==> src/rtl/uio_arb_pkg.sv <==
// Shared types and helpers for the uio pad arbiter: FSM states, lane width
// and a packed-lane slicer used by the output mux.
package uio_arb_pkg;

   localparam int LANE_W  = 8;
   localparam int MAX_REQ = 8;

   typedef enum logic [1:0] {
      ST_IDLE = 2'd0,
      ST_OWN  = 2'd1,
      ST_TURN = 2'd2
   } arb_state_t;

   // Vector is always presented zero-extended to MAX_REQ lanes.
   function automatic logic [LANE_W-1:0] lane(input logic [MAX_REQ*LANE_W-1:0] vec,
                                              input logic [2:0] i);
      return vec[{i, 3'b000} +: LANE_W];
   endfunction

endpackage

==> src/rtl/uio_bus_arbiter_rr_pick.sv <==
// Combinational round-robin picker: first requester after 'last', wrapping.
module rr_pick #(
   parameter int NREQ  = 4,
   parameter int IDX_W = $clog2(NREQ)
) (
   input  logic [NREQ-1:0]  req,
   input  logic [IDX_W-1:0] last,
   output logic             valid,
   output logic [IDX_W-1:0] idx
);

   int j;

   // Scan farthest-first so the nearest candidate after 'last' is written last.
   always_comb begin
      valid = 1'b0;
      idx   = '0;
      j     = 0;
      for (int k = NREQ; k >= 1; k--) begin
         j = int'(last) + k;
         if (j >= NREQ) j = j - NREQ;
         if (req[IDX_W'(j)]) begin
            valid = 1'b1;
            idx   = IDX_W'(j);
         end
      end
   end

endmodule

==> src/rtl/uio_bus_arbiter.sv <==
// Round-robin owner of the shared uio pads with a hold limit and an
// all-tristate turnaround between successive owners.
module uio_bus_arbiter
   import uio_arb_pkg::*;
#(
   parameter int NREQ        = 4,
   parameter int MAX_HOLD    = 16,
   parameter int TURN_CYCLES = 1
) (
   input  logic                   clk,
   input  logic                   rst,
   input  logic                   ena,
   input  logic [NREQ-1:0]        req,
   input  logic [8*NREQ-1:0]      req_out,
   input  logic [8*NREQ-1:0]      req_oe,
   input  logic [7:0]             uio_in,
   output logic [NREQ-1:0]        grant,
   output logic [7:0]             rd_data,
   output logic [7:0]             uio_out,
   output logic [7:0]             uio_oe,
   output logic                   busy
);

   localparam int IDX_W  = $clog2(NREQ);
   localparam int HOLD_W = $clog2(MAX_HOLD);
   localparam int TURN_W = (TURN_CYCLES > 1) ? $clog2(TURN_CYCLES) : 1;

   localparam logic [HOLD_W-1:0] HOLD_LAST = HOLD_W'(MAX_HOLD - 1);
   localparam logic [TURN_W-1:0] TURN_LOAD = TURN_W'(TURN_CYCLES - 1);
   localparam logic [IDX_W-1:0]  LAST_RST  = IDX_W'(NREQ - 1);

   arb_state_t          state_q;
   logic [IDX_W-1:0]    owner_q;
   logic [IDX_W-1:0]    last_owner_q;
   logic [HOLD_W-1:0]   hold_cnt_q;
   logic [TURN_W-1:0]   turn_cnt_q;
   logic [NREQ-1:0]     grant_q;
   logic                busy_q;

   logic                pick_valid;
   logic [IDX_W-1:0]    pick_idx;
   logic [NREQ-1:0]     owner_oh;
   logic                others_pending;
   logic [MAX_REQ*LANE_W-1:0] out_ext;
   logic [MAX_REQ*LANE_W-1:0] oe_ext;

   rr_pick #(
      .NREQ  (NREQ),
      .IDX_W (IDX_W)
   ) u_pick (
      .req   (req),
      .last  (last_owner_q),
      .valid (pick_valid),
      .idx   (pick_idx)
   );

   assign owner_oh       = NREQ'(1) << owner_q;
   assign others_pending = |(req & ~owner_oh);

   always_ff @(posedge clk) begin
      if (rst) begin
         state_q      <= ST_IDLE;
         owner_q      <= '0;
         last_owner_q <= LAST_RST;
         hold_cnt_q   <= '0;
         turn_cnt_q   <= '0;
         grant_q      <= '0;
         busy_q       <= 1'b0;
      end else begin
         case (state_q)
            ST_IDLE: begin
               if (ena && pick_valid) begin
                  state_q      <= ST_OWN;
                  owner_q      <= pick_idx;
                  last_owner_q <= pick_idx;
                  hold_cnt_q   <= '0;
                  grant_q      <= NREQ'(1) << pick_idx;
                  busy_q       <= 1'b1;
               end
            end

            ST_OWN: begin
               if (!req[owner_q] || !ena ||
                   ((hold_cnt_q == HOLD_LAST) && others_pending)) begin
                  state_q    <= ST_TURN;
                  turn_cnt_q <= TURN_LOAD;
                  grant_q    <= '0;
               end else if (hold_cnt_q == HOLD_LAST) begin
                  // Uncontested owner: restart the hold window instead of releasing.
                  hold_cnt_q <= '0;
               end else begin
                  hold_cnt_q <= hold_cnt_q + 1'b1;
               end
            end

            ST_TURN: begin
               if (turn_cnt_q == '0) begin
                  if (ena && pick_valid) begin
                     state_q      <= ST_OWN;
                     owner_q      <= pick_idx;
                     last_owner_q <= pick_idx;
                     hold_cnt_q   <= '0;
                     grant_q      <= NREQ'(1) << pick_idx;
                  end else begin
                     state_q <= ST_IDLE;
                     busy_q  <= 1'b0;
                  end
               end else begin
                  turn_cnt_q <= turn_cnt_q - 1'b1;
               end
            end

            default: begin
               state_q <= ST_IDLE;
               grant_q <= '0;
               busy_q  <= 1'b0;
            end
         endcase
      end
   end

   always_comb begin
      out_ext = '0;
      oe_ext  = '0;
      out_ext[8*NREQ-1:0] = req_out;
      oe_ext[8*NREQ-1:0]  = req_oe;
   end

   // Pads follow the owner combinationally, but only while the FSM says OWN.
   assign uio_out = (state_q == ST_OWN) ? lane(out_ext, 3'(owner_q)) : 8'h00;
   assign uio_oe  = (state_q == ST_OWN) ? lane(oe_ext, 3'(owner_q))  : 8'h00;
   assign grant   = grant_q;
   assign busy    = busy_q;
   assign rd_data = uio_in;

endmodule
==> config.mk <==
export PLATFORM = sky130hd
export DESIGN_NAME = uio_bus_arbiter
export DESIGN_NICKNAME = d
export VERILOG_FILES = /design/src/rtl/uio_arb_pkg.sv /design/src/rtl/uio_bus_arbiter_rr_pick.sv /design/src/rtl/uio_bus_arbiter.sv
export SDC_FILE = /design/constraint.sdc
export NUM_CORES = 1
export LEC_CHECK = 0
export CELL_PAD_IN_SITES_DETAIL_PLACEMENT = 1
export CELL_PAD_IN_SITES_GLOBAL_PLACEMENT = 2
export CORE_ASPECT_RATIO = 1.1
export CORE_MARGIN = 5
export CORE_UTILIZATION = 18
export CTS_CLUSTER_SIZE = 30
export DETAILED_ROUTE_END_ITERATION = 10
export GPL_TIMING_DRIVEN = 0
export PLACE_DENSITY_LB_ADDON = 0.1
export SLEW_MARGIN = 10
export SYNTH_ARGS = -nofsm -noshare
export SYNTH_HDL_FRONTEND = slang
export SYNTH_HIERARCHICAL = 1
export SYNTH_SLANG_ARGS = --single-unit
==> constraint.sdc <==
create_clock -name clk -period 1.97 [get_ports clk]
set_input_delay 0.197 -clock clk [delete_from_list [all_inputs] [get_ports clk]]
set_output_delay 0.197 -clock clk [all_outputs]
set_load 0.02 [all_outputs]
==> metrics, run 1 <==
GRT overflow=0; DP Worst Slack=-0.3428 ns; outcome=finished, final reports clean; Routability Congestion=just over 0.7; final setup vio count=0; register clock-pin slew on the reported worst setup and hold paths=around 0.07 ns; Setup Skew=0.005488 ns; Routed WL per cell=16.49 um; top cell type by total area after synthesis=mux4_2; Mapped Cells=147; die area=9892 um2; Seq/Total Area, Yosys=0.2085; vias in the first global route=roughly 1600; vias=1545; Yosys reg bits=15; Inserted Clock Buffers=3; Die H=~100 um; total power=1.092 mW; cells on worst reg2reg path=5; minimum clock period after layout=1.908 ns; Critical Path Sink Type=flip-flop; Worst-Margin Slew=~0.48 ns; HP Class=in2reg; max_slew headroom=0.6805; CTS Sinks=15; Core Region=7870 um2; most frequent cells in the layout=clkdlybuf4s50_1, mux4_2, and2_1; clk_lat worst skew=0.25 ns; multi-input logic area=roughly 1000 um2; hold depth=2; initial antenna violation count=0; DR iter-0 viols=55; # nets final=332; Critical Path RT=2.15 ns; crit-path cells=clkdlybuf4s50_1 -> a21oi_1 -> a31oi_1 -> a21oi_1 -> or4_2 -> mux2i_1; Final TNS setup=0 ns; fin crit share=0.9684; hpwl dp=about 4900 um; Fmax=524.2 MHz; Synth cell types=37; CTS tree=yes; IO Count=108; RSZ-0062 raised after global routing=no; FF+latch area=302.8 um2; Synth area leaders=mux4_2, dfxtp_1, and2_1; fillers=934; critical path fanouts, max=7; slowest cell on the critical path=or4_2; drt drc=0; Leak Pwr=1.031 nW; H-Tree Depth=1; CTS max path bufs=2; DRT Pass-1 Iters=2; largest net degree at the start of global routing=11; crit path launch type=input pin; area added between synthesis and finish=78.37%; Yosys Warn Count=6; Root Buffer=clkbuf_8; ANT cells=0; syn avg cell area=9.797 um2; port bufs=97; VDD IR max=0.2633 mV; P per Cell Area=425.1 nW/um2; post-route ant nets=0; most common cell after layout, fill and taps aside=clkdlybuf4s50_1; vias per inst=4.304; Tot GR Track Use=0.1111; Post-Synthesis Net Count=about 230; site row count=34; Mapped Area=roughly 1400 um2; crit path kind=in2reg; Starting Density=0.1830; fraction of layout cells with a size suffix above 1=0.2629; max cap viols=0; global-route wire length before repair=8728 um; Setup WS post-layout=between 0.06 and 0.07 ns; final max-slew violation count=0; Hold Vio Cnt, Final=0; die width=95.29 um; Total Routed Length=about 5900 um; max incr delay on CP=0.70 ns; Worst EP arrival=~2.1 ns; CP most frequent cell=a21oi_1; Synth top area share=0.2659
-- power breakdown --
part	internal [mW]	switching (mW)	leakage, nW
Sequential	0.322	0.0157	0.123
Combinational	0.303	0.195	0.882
Clock	0.140	0.116	0.0255
-- worst paths after layout --
| path | from | to | slack (ns) |
|---|---|---|---|
| setup / recovery | req[1] | grant[0] | 0.06 |
| hold / removal | ena | state_q[1] | 0.26 |
| setup reg to reg | last_owner_q[1] | grant[0] | 0.18 |
| hold reg to reg | grant[3] | grant[3] | 0.48 |
-- what timing repair did --
action | 4_1_cts | 5_1_grt
hold buffers | 0 | 0
pin swaps | 0 | 0
buffers inserted | 3 | 0
endpoints found under the setup margin | 16 | 15
resized for setup | 63 | 15
-- through the flow --
stage,util,hold WS (ns),cells,cell area (um2)
after floorplan,-,0.4601,147,1440
after global routing,0.3264,0.2794,359,2569
after detailed placement,0.3235,0.4755,352,2546
after CTS,0.3328,0.2444,359,2619
final,0.3264,0.2623,359,2569
after global placement,0.3235,0.4729,352,2546
-- metal layers --
metal | share of wire | up-vias | routed length, um | track usage
met4 | 0.0052 | 0 | 31 | 0.02474
met3 | 0.11 | 2 | 631 | 0.02393
met1 | 0.44 | 735 | 2632 | 0.1557
met2 | 0.44 | 57 | 2625 | 0.1731
li1 | - | 751 | - | -
met5 | 0 | - | 0 | 0
-- area by class of cell --
| class | instances | share of cell area |
|---|---|---|
| plain buffers | 17 | 0.05553 |
| clock buffers | 3 | 0.01607 |
| clock inverters | 1 | 0.001948 |
| inverters | 3 | 0.004384 |
| multi-input cells | 112 | 0.3892 |
| flip-flops and latches | 15 | 0.1179 |
| well taps | 108 | 0.05261 |
| repair buffers | 100 | 0.3624 |
-- worst max-delay path, delay by kind of cell --
kind	cells	cell delay, ns
multiplexers	1	0.15
AO/OA/AOI/OAI	3	0.43
AND/OR/NAND/NOR	1	0.70
buffers and inverters	1	0.62
-- logic make-up (layout without fill, tap and decap cells) --
family / count (synthesis) / after routing / synth area share
AND/OR/NAND/NOR: 61 / 61 / 0.2398
buffers and inverters: 20 / 124 / 0.09730
adder cells (fa/ha/maj): 1 / 1 / 0.008687
AO/OA/AOI/OAI: 25 / 25 / 0.1242
flip-flops: 15 / 15 / 0.2085
multiplexers: 25 / 25 / 0.3215
-- Yosys cell counts (all sizes together) --
master / n
o32ai: 1
o21ai: 1
nor2: 9
or4: 1
and3b: 1
and2b: 2
a31oi: 2
nand2b: 6
a21boi: 1
dfxtp: 15
a311oi: 1
nand3: 4
clkdlybuf4s15: 1
nand2: 12
a211oi: 1
nor4b: 1
o221ai: 1
nand3b: 4
mux2i: 8
and2: 16
clkbuf: 4
inv: 3
a41o: 1
or2b: 2
mux4: 17
buf: 12
ha: 1
nand4: 1
a21o: 2
nor3: 1
nor3b: 1
a32oi: 1
a21oi: 13
-- registers in the layout, indices dropped and copies added (netlist names) --
name / flops
hold_cnt_q: 4
grant: 4
busy: 1
owner_q: 2
last_owner_q: 2
state_q: 2
(Power assumes the default switching activity.)
==> run 2: changes to the inputs <==
--- a/config.mk
+++ b/config.mk
@@ -10,6 +10,7 @@
 export CORE_ASPECT_RATIO = 1.1
 export CORE_MARGIN = 5
 export CORE_UTILIZATION = 18
+export CTS_CLUSTER_DIAMETER = 80
 export CTS_CLUSTER_SIZE = 30
 export DETAILED_ROUTE_END_ITERATION = 10
 export GPL_TIMING_DRIVEN = 0
==> results of run 2 <==
The final DEF is identical to that of run 1; final timing and power are the same.
==> run 3: changes to the inputs <==
--- a/config.mk
+++ b/config.mk
@@ -14,7 +14,7 @@
 export CTS_CLUSTER_SIZE = 30
 export DETAILED_ROUTE_END_ITERATION = 10
 export GPL_TIMING_DRIVEN = 0
-export PLACE_DENSITY_LB_ADDON = 0.1
+export PLACE_DENSITY = 0.8
 export SLEW_MARGIN = 10
 export SYNTH_ARGS = -nofsm -noshare
 export SYNTH_HDL_FRONTEND = slang
==> run 3 against run 2 <==
  * Die area unchanged
  * Core utilization up 0.41 points
  * Critical path depth down 2
  * Fmax up 0.43%
  * Flip-flop and latch count unchanged
  * Worst setup slack better by 0.0081 ns
  * Final area up 1.3%
  * Clock skew about the same
==> metrics, run 3 (synthesis results as in run 1) <==
area added between synthesis and finish=80.63%; register clock-pin slew on the reported worst setup and hold paths=about 0.070 ns; Setup Skew=0.005321 ns; outcome=finished, final reports clean; die width=95.29 um; hpwl dp=4696 um; Final TNS setup=0 ns; Worst-Margin Slew=0.4458 ns; clk_lat worst skew=0.25 ns; CTS tree=yes; global-route wire length before repair=8514 um; Starting Density=0.1830; site row count=34; VDD IR max=0.2273 mV; CTS max path bufs=2; hold bufs inserted after CTS=0; DP Worst Slack=-0.3256 ns; HP Class=in2reg; ANT cells=0; most common cell after layout, fill and taps aside=clkdlybuf4s50_1; IO Count=108; Critical Path Sink Type=output port; Inserted Clock Buffers=3; WHS=0.2593 ns; fraction of layout cells with a size suffix above 1=0.2619; post-route ant nets=0; P per Cell Area=around 420 nW/um2; Fmax=between 500 and 600 MHz; total power=1.091 mW; DRT Pass-1 Iters=4; Root Buffer=clkbuf_8; crit path launch type=flip-flop; Core Region=7870 um2; placed instance count=352; final max-slew violation count=0; max_slew headroom=0.7005; multi-input logic area=999.7 um2; H-Tree Depth=1; Routed WL per cell=15.59 um; critical path fanouts, max=6; Hold Vio Cnt, Final=0; final setup vio count=0; Leak Pwr=1.047 nW; DR iter-0 viols=34; final core utilization=0.3305; port bufs=97; area post-placement=2546 um2; most frequent cells in the layout=clkdlybuf4s50_1, mux4_2, buf_2, and2_1, dfxtp_1; Worst EP arrival=1.70 ns; die area=9892 um2; Critical Path RT=1.77 ns; vias in the first global route=between 1500 and 2000; Tot GR Track Use=0.1063; CTS Sinks=15; Final Cell Area=2601 um2; Final Non-Filler Cells=360; minimum clock period after layout=1.900 ns; largest net degree at the start of global routing=11; crit path kind=reg2out; max cap viols=0; Die H=around 100 um; # nets final=333; Setup WS post-layout=0.07046 ns; fillers=891; FF+latch area=305.3 um2; vias=between 1500 and 2000; drt drc=0; vias per inst=roughly 4.4; fin crit share=0.9642; initial antenna violation count=0; GRT overflow=0; Routability Congestion=around 0.7; Total Routed Length=around 5600 um
## run 3: changes by cell type in the layout (fill, tap and decap cells not counted), sizes merged
cell         change
dlygate4sd2      +1
## run 3: worst max-delay path, cell delays in order (launching register included)
cell and delay [ns]:
dfxtp_4 0.37, buf_8 0.13, mux4_2 0.48, and2_1 0.16
dlygate4sd2_1 0.31
## run 3: worst paths after layout
| check | start | endpoint | slack (ns) | cells past startpoint |
|---|---|---|---|---|
| setup / recovery | owner_q[0] | uio_out[7] | 0.07 | 4 |
| hold reg to reg | grant[3] | grant[3] | 0.48 | 2 |
| setup reg to reg | last_owner_q[1] | grant[0] | 0.26 | 5 |
| hold / removal | ena | state_q[1] | 0.26 | 2 |
## run 3: timing repair
action,in CTS,in global routing
gates resized for setup,70,6
setup endpoints to repair,16,3
setup buffers,3,0
hold endpoints to repair,0,0
cloned,0,1
## run 3: per-layer routing
metal	up-vias	global-route usage	wire length, um
met3	6	0.02611	546
met4	0	0.02062	66
met2	65	0.1871	2779
li1	754	-	-
met5	-	0	0
met1	742	0.1292	2221
## run 3: power breakdown
| part | internal, mW | total, mW | switching [mW] |
|---|---|---|---|
| Clock | 0.140 | 0.250 | 0.110 |
| Sequential | 0.322 | 0.339 | 0.0170 |
| Combinational | 0.309 | 0.502 | 0.193 |
| Total | 0.771 | 1.09 | 0.321 |
## run 3: layout make-up
class / count / area share
clock inverter: 1 / 0.001924
sequential: 15 / 0.1174
buffer: 17 / 0.05772
timing repair buffer: 101 / 0.3665
multi-input combinational: 112 / 0.3843
tap: 108 / 0.05195
clock buffer: 3 / 0.01587
inverter: 3 / 0.004329
